File: config.mk
export PLATFORM = sky130hd
export DESIGN_NAME = sub_serial_n_bit
export DESIGN_NICKNAME = d
export VERILOG_FILES = /design/src/rtl/sub_pkg.sv /design/src/rtl/full_adder.sv /design/src/rtl/sub_serial_n_bit.sv
export SDC_FILE = /design/constraint.sdc
export NUM_CORES = 1
export LEC_CHECK = 0
export ABC_AREA = 1
export CAP_MARGIN = 30
export CORE_MARGIN = 2
export CORE_UTILIZATION = 58
export CTS_BUF_LIST = sky130_fd_sc_hd__clkbuf_8
export DETAILED_ROUTE_END_ITERATION = 6
export PLACE_DENSITY_LB_ADDON = 0.1
export SLEW_MARGIN = 40
export SYNTH_ARGS = -nofsm -noshare
export SYNTH_HDL_FRONTEND = slang
export SYNTH_HIERARCHICAL = 1
export SYNTH_SLANG_ARGS = --single-unit
File: constraint.sdc
create_clock -name clk -period 2.7 [get_ports clk]
set_input_delay 0.27 -clock clk [delete_from_list [all_inputs] [get_ports clk]]
set_output_delay 0.27 -clock clk [all_outputs]
set_load 0.1 [all_outputs]
File: src/rtl/sub_pkg.sv
// Shared definitions for the bit-serial subtractor: FSM encoding and the
// carry preset that turns the adder cell into a two's-complement subtractor.
package sub_pkg;

  typedef enum logic [1:0] {
    IDLE = 2'b00,
    RUN  = 2'b01,
    DONE = 2'b10
  } state_e;

  localparam logic CARRY_PRESET = 1'b1;

endpackage : sub_pkg

File: src/rtl/full_adder.sv
// Single-bit full adder; the only arithmetic cell of the serial subtractor.
module full_adder (
  input  logic X,
  input  logic Y,
  input  logic ci,
  output logic sum,
  output logic co
);

  assign sum = X ^ Y ^ ci;
  assign co  = (X & Y) | (X & ci) | (Y & ci);

endmodule : full_adder

File: src/rtl/sub_serial_n_bit.sv
// Bit-serial N-bit subtractor: X - Y, LSB first, one full-adder cell with the
// subtrahend inverted and the carry preset to 1. Start/busy/done handshake.
module sub_serial_n_bit
  import sub_pkg::*;
#(
  parameter int N = 8
) (
  input  logic         clk,
  input  logic         rst_n,
  input  logic         start,
  input  logic [N-1:0] X,
  input  logic [N-1:0] Y,
  output logic         busy,
  output logic         done,
  output logic [N-1:0] diff,
  output logic         bout,
  output logic         ovf
);

  localparam int CW = $clog2(N);

  state_e         state_q, state_d;
  logic [N-1:0]   xs_q, xs_d;
  logic [N-1:0]   ys_q, ys_d;
  logic [N-1:0]   res_q, res_d;
  logic           carry_q, carry_d;
  logic [CW-1:0]  cnt_q, cnt_d;
  logic           xm_q, xm_d;
  logic           ym_q, ym_d;

  logic           ys_inv;
  logic           fa_sum;
  logic           fa_co;

  assign ys_inv = ~ys_q[0];

  full_adder u_fa (
    .X   (xs_q[0]),
    .Y   (ys_inv),
    .ci  (carry_q),
    .sum (fa_sum),
    .co  (fa_co)
  );

  always_comb begin
    state_d = state_q;
    xs_d    = xs_q;
    ys_d    = ys_q;
    res_d   = res_q;
    carry_d = carry_q;
    cnt_d   = cnt_q;
    xm_d    = xm_q;
    ym_d    = ym_q;
    case (state_q)
      IDLE, DONE: begin
        if (start) begin
          xs_d    = X;
          ys_d    = Y;
          res_d   = '0;
          carry_d = CARRY_PRESET;
          cnt_d   = '0;
          xm_d    = X[N-1];
          ym_d    = Y[N-1];
          state_d = RUN;
        end
      end
      RUN: begin
        res_d   = {fa_sum, res_q[N-1:1]};
        xs_d    = {1'b0, xs_q[N-1:1]};
        ys_d    = {1'b0, ys_q[N-1:1]};
        carry_d = fa_co;
        cnt_d   = cnt_q + 1'b1;
        // Clearing the counter on exit keeps it within 0..N-1 for any N.
        if (cnt_q == CW'(N - 1)) begin
          cnt_d   = '0;
          state_d = DONE;
        end
      end
      default: state_d = IDLE;
    endcase
  end

  always_ff @(posedge clk or negedge rst_n) begin
    if (!rst_n) begin
      state_q <= IDLE;
      xs_q    <= '0;
      ys_q    <= '0;
      res_q   <= '0;
      carry_q <= 1'b0;
      cnt_q   <= '0;
      xm_q    <= 1'b0;
      ym_q    <= 1'b0;
    end else begin
      state_q <= state_d;
      xs_q    <= xs_d;
      ys_q    <= ys_d;
      res_q   <= res_d;
      carry_q <= carry_d;
      cnt_q   <= cnt_d;
      xm_q    <= xm_d;
      ym_q    <= ym_d;
    end
  end

  assign busy = (state_q == RUN);
  assign done = (state_q == DONE);
  assign diff = res_q;
  assign bout = done & ~carry_q;
  assign ovf  = done & (xm_q ^ ym_q) & (res_q[N-1] ^ xm_q);

endmodule : sub_serial_n_bit

After elaboration in Yosys (flattened, before gate mapping)
Cells that the tools add are included.
{"block": "word_totals", "output_inout_bits": 12, "elab_cells": 48, "rom_bits": 0, "memories": 0, "ramBits": 0, "reg_bits": 32, "latchBits": 0, "inputBits": 19}
{"block": "classes", "muxes": 14, "magnitude_cmp": 0, "n_shift": 0, "n_addsub": 1, "div_mod_pow": 0, "n_mul": 0, "bitwise_logic": 14, "reduce_logical": 6, "n_eq_ne": 5}
{"op": "$pmux W8 S2", "count": 3}
{"op": "$mux W8", "count": 3}
{"op": "$and A1 B1 Y1", "count": 6}
{"op": "$mux W3", "count": 2}
{"op": "$pmux W3 S2", "count": 1}
{"op": "$reduce_and A2 Y1", "count": 3}
{"op": "$mux W2", "count": 2}
{"op": "$pmux W2 S2", "count": 1}
{"op": "$xor A1 B1 Y1", "count": 4}
{"op": "$add A3 B1 Y3 const B", "count": 1}
{"op": "$eq A3 B3 Y1 const B", "count": 1}
{"op": "$eq A2 B1 Y1 const B", "count": 1}
{"op": "$eq A2 B2 Y1 const B", "count": 1}
{"op": "$logic_not A2 Y1", "count": 1}
{"op": "$ne A2 B1 Y1 const B", "count": 1}
{"op": "$ne A2 B2 Y1 const B", "count": 1}
{"op": "$not A1 Y1", "count": 2}
{"op": "$or A1 B1 Y1", "count": 2}
{"op": "$pmux W1 S2", "count": 1}
{"op": "$reduce_bool A2 Y1", "count": 1}
{"op": "$reduce_or A2 Y1", "count": 1}
{"op": "$mux W1", "count": 1}

Depth between registers and ports, before layout
Gate-level depths: netlist (run 1).
{"block": "depth", "word_depth": 5, "ltp_mapped": 8, "ltp_nobuf": 6}

Cells and area by module
Netlist (run 1), hierarchy kept.
{"module": "sub_serial_n_bit", "seq_area_each_um2": 800.8, "area_each_um2": 1676.6, "n_inst": 1, "cells_per_inst": 205}
{"module": "full_adder", "seq_area_each_um2": 0.0, "area_each_um2": 20.0, "n_inst": 1, "cells_per_inst": 1}

Worst setup path before layout (run 1)
No wires, ideal clock.
{"block": "synth_path", "path_type": "reg-to-output", "startpoint": "reg state_q[0]", "endpoint": "out bout", "t_arrival_ps": 3288, "path_buffers": 1, "path_slack_ps": -858, "stages_incl_launch_ff": 5, "required_time_ps": 2430, "path_cell_list": "dfrtp_1 > buf_6 > nor2_1 > inv_1 > nor2_1"}
{"block": "synth_between", "elab_chain_len": 2}
{"element": "start: declaration", "line_no": "sub_serial_n_bit.sv:22", "text": "state_e state_q, state_d;"}
{"element": "start signal: assignment", "line_no": "sub_serial_n_bit.sv:94", "text": "state_q <= state_d;"}
{"element": "$eq A2 B2 Y1", "line_no": "sub_serial_n_bit.sv:106", "text": "assign done = (state_q == DONE);"}
{"element": "net done", "line_no": "sub_serial_n_bit.sv:14", "text": "output logic done,"}
{"element": "$and A1 B1 Y1", "line_no": "sub_serial_n_bit.sv:108", "text": "assign bout = done & ~carry_q;"}
{"element": "end: declaration", "line_no": "sub_serial_n_bit.sv:16", "text": "output logic bout,"}
The timed path passes the listed nets, and every way through them passes these cells.

Worst setup path after layout (run 1)
{"block": "layout_path", "startpoint": "reg state_q[0]", "endpoint": "out busy"}
{"block": "layout_between", "elab_chain_len": 1}
{"element": "$eq A2 B1 Y1", "line_no": "sub_serial_n_bit.sv:105", "text": "assign busy = (state_q == RUN);"}
{"element": "end: declaration", "line_no": "sub_serial_n_bit.sv:13", "text": "output logic busy,"}
No other way between the ends.

==> results.cfg, run 1 <==
[run_status]
result_of_the_run = complete, no violations

[clocking]
root_buffer = sky130_fd_sc_hd__clkbuf_8
cts.sink_count = 32
clk_pin_slew_worst_paths_ns = 0.06
clock_tree_buffer_depth = 2
number_of_h_tree_branching_levels = 2
holdBufCountCts = 0
clock_insertion_delay_worst_skew_ns = 0.28
post_cts_resize_count = 0
tritoncts = done
cts-buffers-inserted = 5
cts_post_setup_buffers_inserted = 0

[global_route]
grt_use_total = 0.210
grt_start_max_net_pins = 33
first_global_vias = 1300
antenna_found_initial = 0
remaining_global_route_overflow = 0
global_route_wire_length_before_repair_mm = 5.35

[placement]
placement_stage_worst_setup_slack_ns = 0.786
port_buffers = 30
routabilityCongestion = 0.774
placed_cell_area_um2 = 1920
place.detailed.hpwl_mm = 2.18

[pwr]
cellLeakagePower_uw = 0.00113
power_dens_cells_nw_per_um2 = 1310
peakVddDrop_mv = 1.00
total_power_uw = 2640

[critical_path]
crit_path_cell_trace = nand2_8, inv_1, buf_4
worst-path-max-fanout = 19
cp.arrival_ns = 1.94
cp_max_stage_cell = sky130_fd_sc_hd__dfrtp_1
timing.critical_path.slowest_cell_delay_ns = 0.80
worstSetupPathType = reg -> out
worst_r2r_path_depth = 5
worstSetupPathDepth = 3
setup.worst_path.end_class = output pin
timing.critical_path.max_delay_family = flip-flops
cp.buffers_inverters = 2
crit_path_start_kind = register
required_worst_endpoint_ns = 2.43

[floorplan]
die_h_um = 58.1
coreArea_um2 = 2760
die_area_um2 = 3370
core.rowCount = 19
ioPinCount = 31
dieWidth_um = 58.1
initial_core_util = 0.615

[timing]
finalSetupViolCount = 0
slew_violations = 0
setup_total_negative_slack_ns = 0
fin_worst_skew_ns = 0.00104
layout_min_cycle_time_ns = 2.21
setup_repair_after_global_routing_missed_its_margin = no
whs_ns = 0.382
worst-slew-pin-transition_ns = 0.704
relative_slew_slack = 0.531
fmaxAchievable_mhz = 453
postLayoutSetupSlackWorst_ns = 0.492
share_of_the_clock_period_used_by_the_worst_path_after_layout = 0.818
timing.final.hold_violations = 0

[detailed_routing]
route.detailed.vias_per_inst = 5.07
met2RoutedLength_mm = 1.52
met1_length_mm = 1.33
met3WireLength_um = 127
antenna_left = 0
post_drt_wl_per_cell_um = 11.4
drtPass1Iterations = 4
drc = 0
dr_total_vias = 1354
routed_wirelength_mm = 3.05
drt_iter0_markers = 71
highest_layer = met4

[synth]
syn-num-nets = 228
synthesis.instances = 206
synth.ff_latch_count = 32
synth.yosys.seq_area_share = 0.472
cell_area_after_synthesis_um2 = 1700
synth_cell_type_count = 20
ys.warnings.count = 6
postSynthAreaPerCell_um2 = 8.24

[run]
maxCapViolations = 0

[cells_and_area]
layout.nets = 257
finalInstanceArea_um2 = 2010
drive_gt1_frac = 0.165
total_inserted_antenna_cells = 0
area_added_between_synthesis_and_finish_pct = 18.2

[min_path]
holdCritPathClass = in -> async
-- synth_stat cells --
| master | instances | area share |
|---|---|---|
| sky130_fd_sc_hd__nand2_1 | 76 | 0.17 |
| sky130_fd_sc_hd__inv_1 | 35 | 0.077 |
| sky130_fd_sc_hd__dfrtp_1 | 32 | 0.47 |
| sky130_fd_sc_hd__nand3_1 | 18 | 0.053 |
| sky130_fd_sc_hd__nand3_2 | 10 | 0.059 |
| sky130_fd_sc_hd__o21ai_0 | 8 | 0.024 |
| sky130_fd_sc_hd__nor2_1 | 7 | 0.015 |
| sky130_fd_sc_hd__buf_6 | 3 | 0.020 |
| sky130_fd_sc_hd__clkbuf_8 | 3 | 0.024 |
| sky130_fd_sc_hd__buf_2 | 2 | 0.0059 |
| sky130_fd_sc_hd__ha_1 | 2 | 0.015 |
| sky130_fd_sc_hd__nand2_4 | 2 | 0.013 |
| sky130_fd_sc_hd__a21oi_1 | 1 | 0.0029 |
| sky130_fd_sc_hd__buf_12 | 1 | 0.012 |
| sky130_fd_sc_hd__fa_1 | 1 | 0.012 |
| sky130_fd_sc_hd__inv_2 | 1 | 0.0022 |
| sky130_fd_sc_hd__inv_4 | 1 | 0.0037 |
| sky130_fd_sc_hd__inv_6 | 1 | 0.0052 |
| sky130_fd_sc_hd__nand2_2 | 1 | 0.0037 |
| sky130_fd_sc_hd__nand2_8 | 1 | 0.012 |
-- kinds of logic after synthesis --
group / Yosys count / synth area share
AND/OR/NAND/NOR: 115 / 0.324
buffers and inverters: 47 / 0.150
flip-flops: 32 / 0.472
AO/OA/AOI/OAI: 9 / 0.0265
adder cells (fa/ha/maj): 3 / 0.0265
-- worst reg2reg max path: stages (launching register included) --
cell and delay [ns]:
sky130_fd_sc_hd__dfrtp_1 0.80, sky130_fd_sc_hd__nand2_8 0.20, sky130_fd_sc_hd__nand2_4 0.28, sky130_fd_sc_hd__inv_2 0.24, sky130_fd_sc_hd__nand2_1 0.12, sky130_fd_sc_hd__nand2_1 0.06
-- placed cells by master (no fill, tap or decap) --
master and instances:
sky130_fd_sc_hd__nand2_8 1, sky130_fd_sc_hd__inv_6 1, sky130_fd_sc_hd__o21ai_0 8, sky130_fd_sc_hd__inv_4 1, sky130_fd_sc_hd__nor2_1 4, sky130_fd_sc_hd__inv_1 37, sky130_fd_sc_hd__buf_4 13, sky130_fd_sc_hd__dfrtp_1 32
sky130_fd_sc_hd__clkbuf_8 6, sky130_fd_sc_hd__nand3_2 10, sky130_fd_sc_hd__nand2_2 1, sky130_fd_sc_hd__nand2_4 2, sky130_fd_sc_hd__a21oi_1 1, sky130_fd_sc_hd__clkdlybuf4s50_1 18, sky130_fd_sc_hd__ha_1 2, sky130_fd_sc_hd__nand2_1 76
sky130_fd_sc_hd__fa_1 1, sky130_fd_sc_hd__inv_2 1, sky130_fd_sc_hd__nor2_2 3, sky130_fd_sc_hd__nand3_1 18
-- layer usage --
metal,GRT usage,vias to the layer above
met5,0,-
met1,0.247,646
met4,0.103,0
met2,0.365,29
met3,0.0402,7
li1,-,672
-- sequential cells by signal, summed over array words and instances (netlist names) --
signal and cells:
ys_q 8, diff 8, carry_q 1, xs_q 8
cnt_q 3, ym_q 1, state_q 2, xm_q 1
-- power breakdown --
| part | leakage, uW | switching, uW | total (uW) | internal [uW] |
|---|---|---|---|---|
| Sequential | 0.000395 | 168 | 872 | 704 |
| Clock | 0.0000538 | 165 | 365 | 200 |
| Combinational | 0.000685 | 990 | 1400 | 408 |
| Total | 0.00113 | 1320 | 2640 | 1310 |
-- cell type report --
cell class / instances / area (um^2)
Inverter: 38 / 150
Sequential cell: 32 / 801
Multi-Input combinational cell: 127 / 648
Tap cell: 31 / 38.8
Timing Repair Buffer: 31 / 278
Clock buffer: 6 / 82.6
Clock inverter: 2 / 7.51
Fill cell: 218 / 752
-- through the flow --
step / utilization / instances
floorplan: - / 206
detailed placement: 0.695 / 259
global route: 0.727 / 267
finish: 0.727 / 267
global placement: 0.695 / 259
CTS: 0.727 / 267
-- worst paths after layout --
kind	startpoint	endpoint	slack, ns
min reg2reg	ys_q[1]	ys_q[1]	0.49
min in group clk	ys_q[1]	ys_q[1]	0.49
max in group asynchronous	rst_n	xs_q[1]	2.03
max reg2reg	state_q[0]	ys_q[6]	0.89
max	state_q[0]	busy	0.49
min	rst_n	cnt_q[1]	0.38
No activity file was read; power rests on OpenSTA's default activity.
==> run 2, diff against run 1 <==
--- a/config.mk
+++ b/config.mk
@@ -8,7 +8,7 @@
 export ABC_AREA = 1
 export CAP_MARGIN = 30
 export CORE_MARGIN = 2
-export CORE_UTILIZATION = 58
+export CORE_UTILIZATION = 49
 export CTS_BUF_LIST = sky130_fd_sc_hd__clkbuf_8
 export DETAILED_ROUTE_END_ITERATION = 6
 export PLACE_DENSITY_LB_ADDON = 0.1
==> constraint.sdc (replaced) <==
create_clock -name clk -period 2 [get_ports clk]
set_input_delay 0.2 -clock clk [delete_from_list [all_inputs] [get_ports clk]]
set_output_delay 0.2 -clock clk [all_outputs]
set_load 0.1 [all_outputs]
==> results.cfg, run 2 (synthesized netlist as in run 1, its figures left out) <==
[clocking]
post_cts_resize_count = 0
cts-buffers-inserted = 5
root_buffer = sky130_fd_sc_hd__clkbuf_8
cts_post_setup_buffers_inserted = 0
clock_tree_buffer_depth = 2
number_of_h_tree_branching_levels = 2
cts.sink_count = 32
tritoncts = done
clk_pin_slew_worst_paths_ns = 0.07
clock_insertion_delay_worst_skew_ns = 0.28
holdBufCountCts = 0

[detailed_routing]
drc = 0
drt_iter0_markers = 52
routed_wirelength_mm = 3.16
dr_total_vias = 1312
antenna_left = 0
drtPass1Iterations = 4
route.detailed.vias_per_inst = 4.60
post_drt_wl_per_cell_um = 11.1

[global_route]
global_route_wire_length_before_repair_mm = 5.56
grt_start_max_net_pins = 33
first_global_vias = 1354
remaining_global_route_overflow = 0
antenna_found_initial = 0
grt_use_total = 0.178

[floorplan]
die_area_um2 = 3950
coreArea_um2 = 3340
dieWidth_um = 62.8
core.rowCount = 21
initial_core_util = 0.508
ioPinCount = 31
die_h_um = 62.8

[timing]
finalSetupViolCount = 0
timing.final.hold_violations = 0
setup_total_negative_slack_ns = 0
fmaxAchievable_mhz = 527
setup_repair_after_global_routing_missed_its_margin = no
layout_min_cycle_time_ns = 1.90
postLayoutSetupSlackWorst_ns = 0.101
slew_violations = 0
fin_worst_skew_ns = 0.00377
share_of_the_clock_period_used_by_the_worst_path_after_layout = 0.949
relative_slew_slack = 0.639
worst-slew-pin-transition_ns = 0.541

[cells_and_area]
commonest_cells_after_routing_fill_and_taps_aside = sky130_fd_sc_hd__nand2_1, sky130_fd_sc_hd__inv_1, sky130_fd_sc_hd__dfrtp_1, sky130_fd_sc_hd__nand3_1, sky130_fd_sc_hd__clkdlybuf4s50_1
layout.nets = 260
drive_gt1_frac = 0.184
multi_input_comb_area_um2 = 663
finalInstanceArea_um2 = 2130
ff_latch_area_um2 = 801
area_added_between_synthesis_and_finish_pct = 25.7
final_common_cell = sky130_fd_sc_hd__nand2_1
total_inserted_antenna_cells = 0
fill_cells = 289

[critical_path]
crit_path_cell_trace = buf_4, nor2_4, nand2_1, nor2_4, buf_12
timing.critical_path.slowest_cell_delay_ns = 0.58
setup.worst_path.end_class = output pin
cp.arrival_ns = 1.70
worstSetupPathType = reg -> out
cp_max_stage_cell = sky130_fd_sc_hd__dfrtp_1
ff2ff_setup_slack_ns = 0.44
timing.critical_path.mode_cell = sky130_fd_sc_hd__nor2_4
worst-path-max-fanout = 11
required_worst_endpoint_ns = 1.80
crit_path_start_kind = register

[pwr]
peakVddDrop_mv = 0.618
cellLeakagePower_uw = 0.00116
power_dens_cells_nw_per_um2 = 1780
total_power_uw = 3800

[placement]
placement_stage_worst_setup_slack_ns = 0.429
routabilityCongestion = 0.777
placed_cell_area_um2 = 2020
place.detailed.hpwl_mm = 2.24
port_buffers = 30

[min_path]
holdCritPathClass = in -> async

[run_status]
result_of_the_run = complete, no violations

[run]
maxCapViolations = 0
[run 2: cell count changes in the layout (fill, tap and decap cells not counted)]
cell and delta:
sky130_fd_sc_hd__buf_4 -1, sky130_fd_sc_hd__nor2_2 -3, sky130_fd_sc_hd__buf_12 +4, sky130_fd_sc_hd__clkinv_2 +1, sky130_fd_sc_hd__nor2_4 +3, sky130_fd_sc_hd__bufinv_16 +1, sky130_fd_sc_hd__clkbuf_8 -1, sky130_fd_sc_hd__inv_1 -2
sky130_fd_sc_hd__clkinvlp_4 +1
[run 2: final timing paths]
kind	from	end	cells after the start
max in group asynchronous	rst_n	carry_q	2
min reg2reg	diff[0]	diff[0]	2
min in group clk	Y[7]	ym_q	3
min	rst_n	xm_q	2
max reg2reg	state_q[0]	ys_q[2]	6
max	state_q[0]	ovf	5
[run 2: power breakdown]
part | total, uW | internal (uW) | switching [uW] | leakage, uW
clock | 625 | 369 | 256 | 0.0000541
combinational | 2010 | 629 | 1380 | 0.000713
sequential | 1160 | 950 | 214 | 0.000395
total | 3800 | 1950 | 1850 | 0.00116
[run 2: per-stage QoR]
stage,hold slack [ns],util,instances
2_1_floorplan,-0.0956,-,206
3_3_place_gp,0.457,0.606,277
3_5_place_dp,0.461,0.606,277
4_1_cts,0.320,0.639,285
5_1_grt,0.367,0.639,285
6_report,0.305,0.639,285
[run 2: cell type report]
| class | count | area share |
|---|---|---|
| Timing Repair Buffer | 34 | 0.164 |
| Sequential cell | 32 | 0.375 |
| Clock buffer | 5 | 0.0323 |
| Multi-Input combinational cell | 127 | 0.311 |
| Clock inverter | 3 | 0.0199 |
| Tap cell | 46 | 0.0270 |
| Inverter | 38 | 0.0704 |
[run 2: worst max-delay path: cells and delay by family, from the launching register on]
family                 cells  cell delay [ns]
and+or+nand+nor            3             0.38
buffers and inverters      2             0.45
DFF                        1             0.58
[run 2: layer usage]
| layer | wire, um | up-vias | part of all wire | global-route usage |
|---|---|---|---|---|
| li1 | - | 675 | - | - |
| met1 | 1480 | 603 | 0.47 | 0.210 |
| met2 | 1490 | 29 | 0.47 | 0.310 |
| met3 | 142 | 5 | 0.045 | 0.0505 |
| met4 | 42 | 0 | 0.013 | 0.0611 |
| met5 | 0 | - | 0 | 0 |
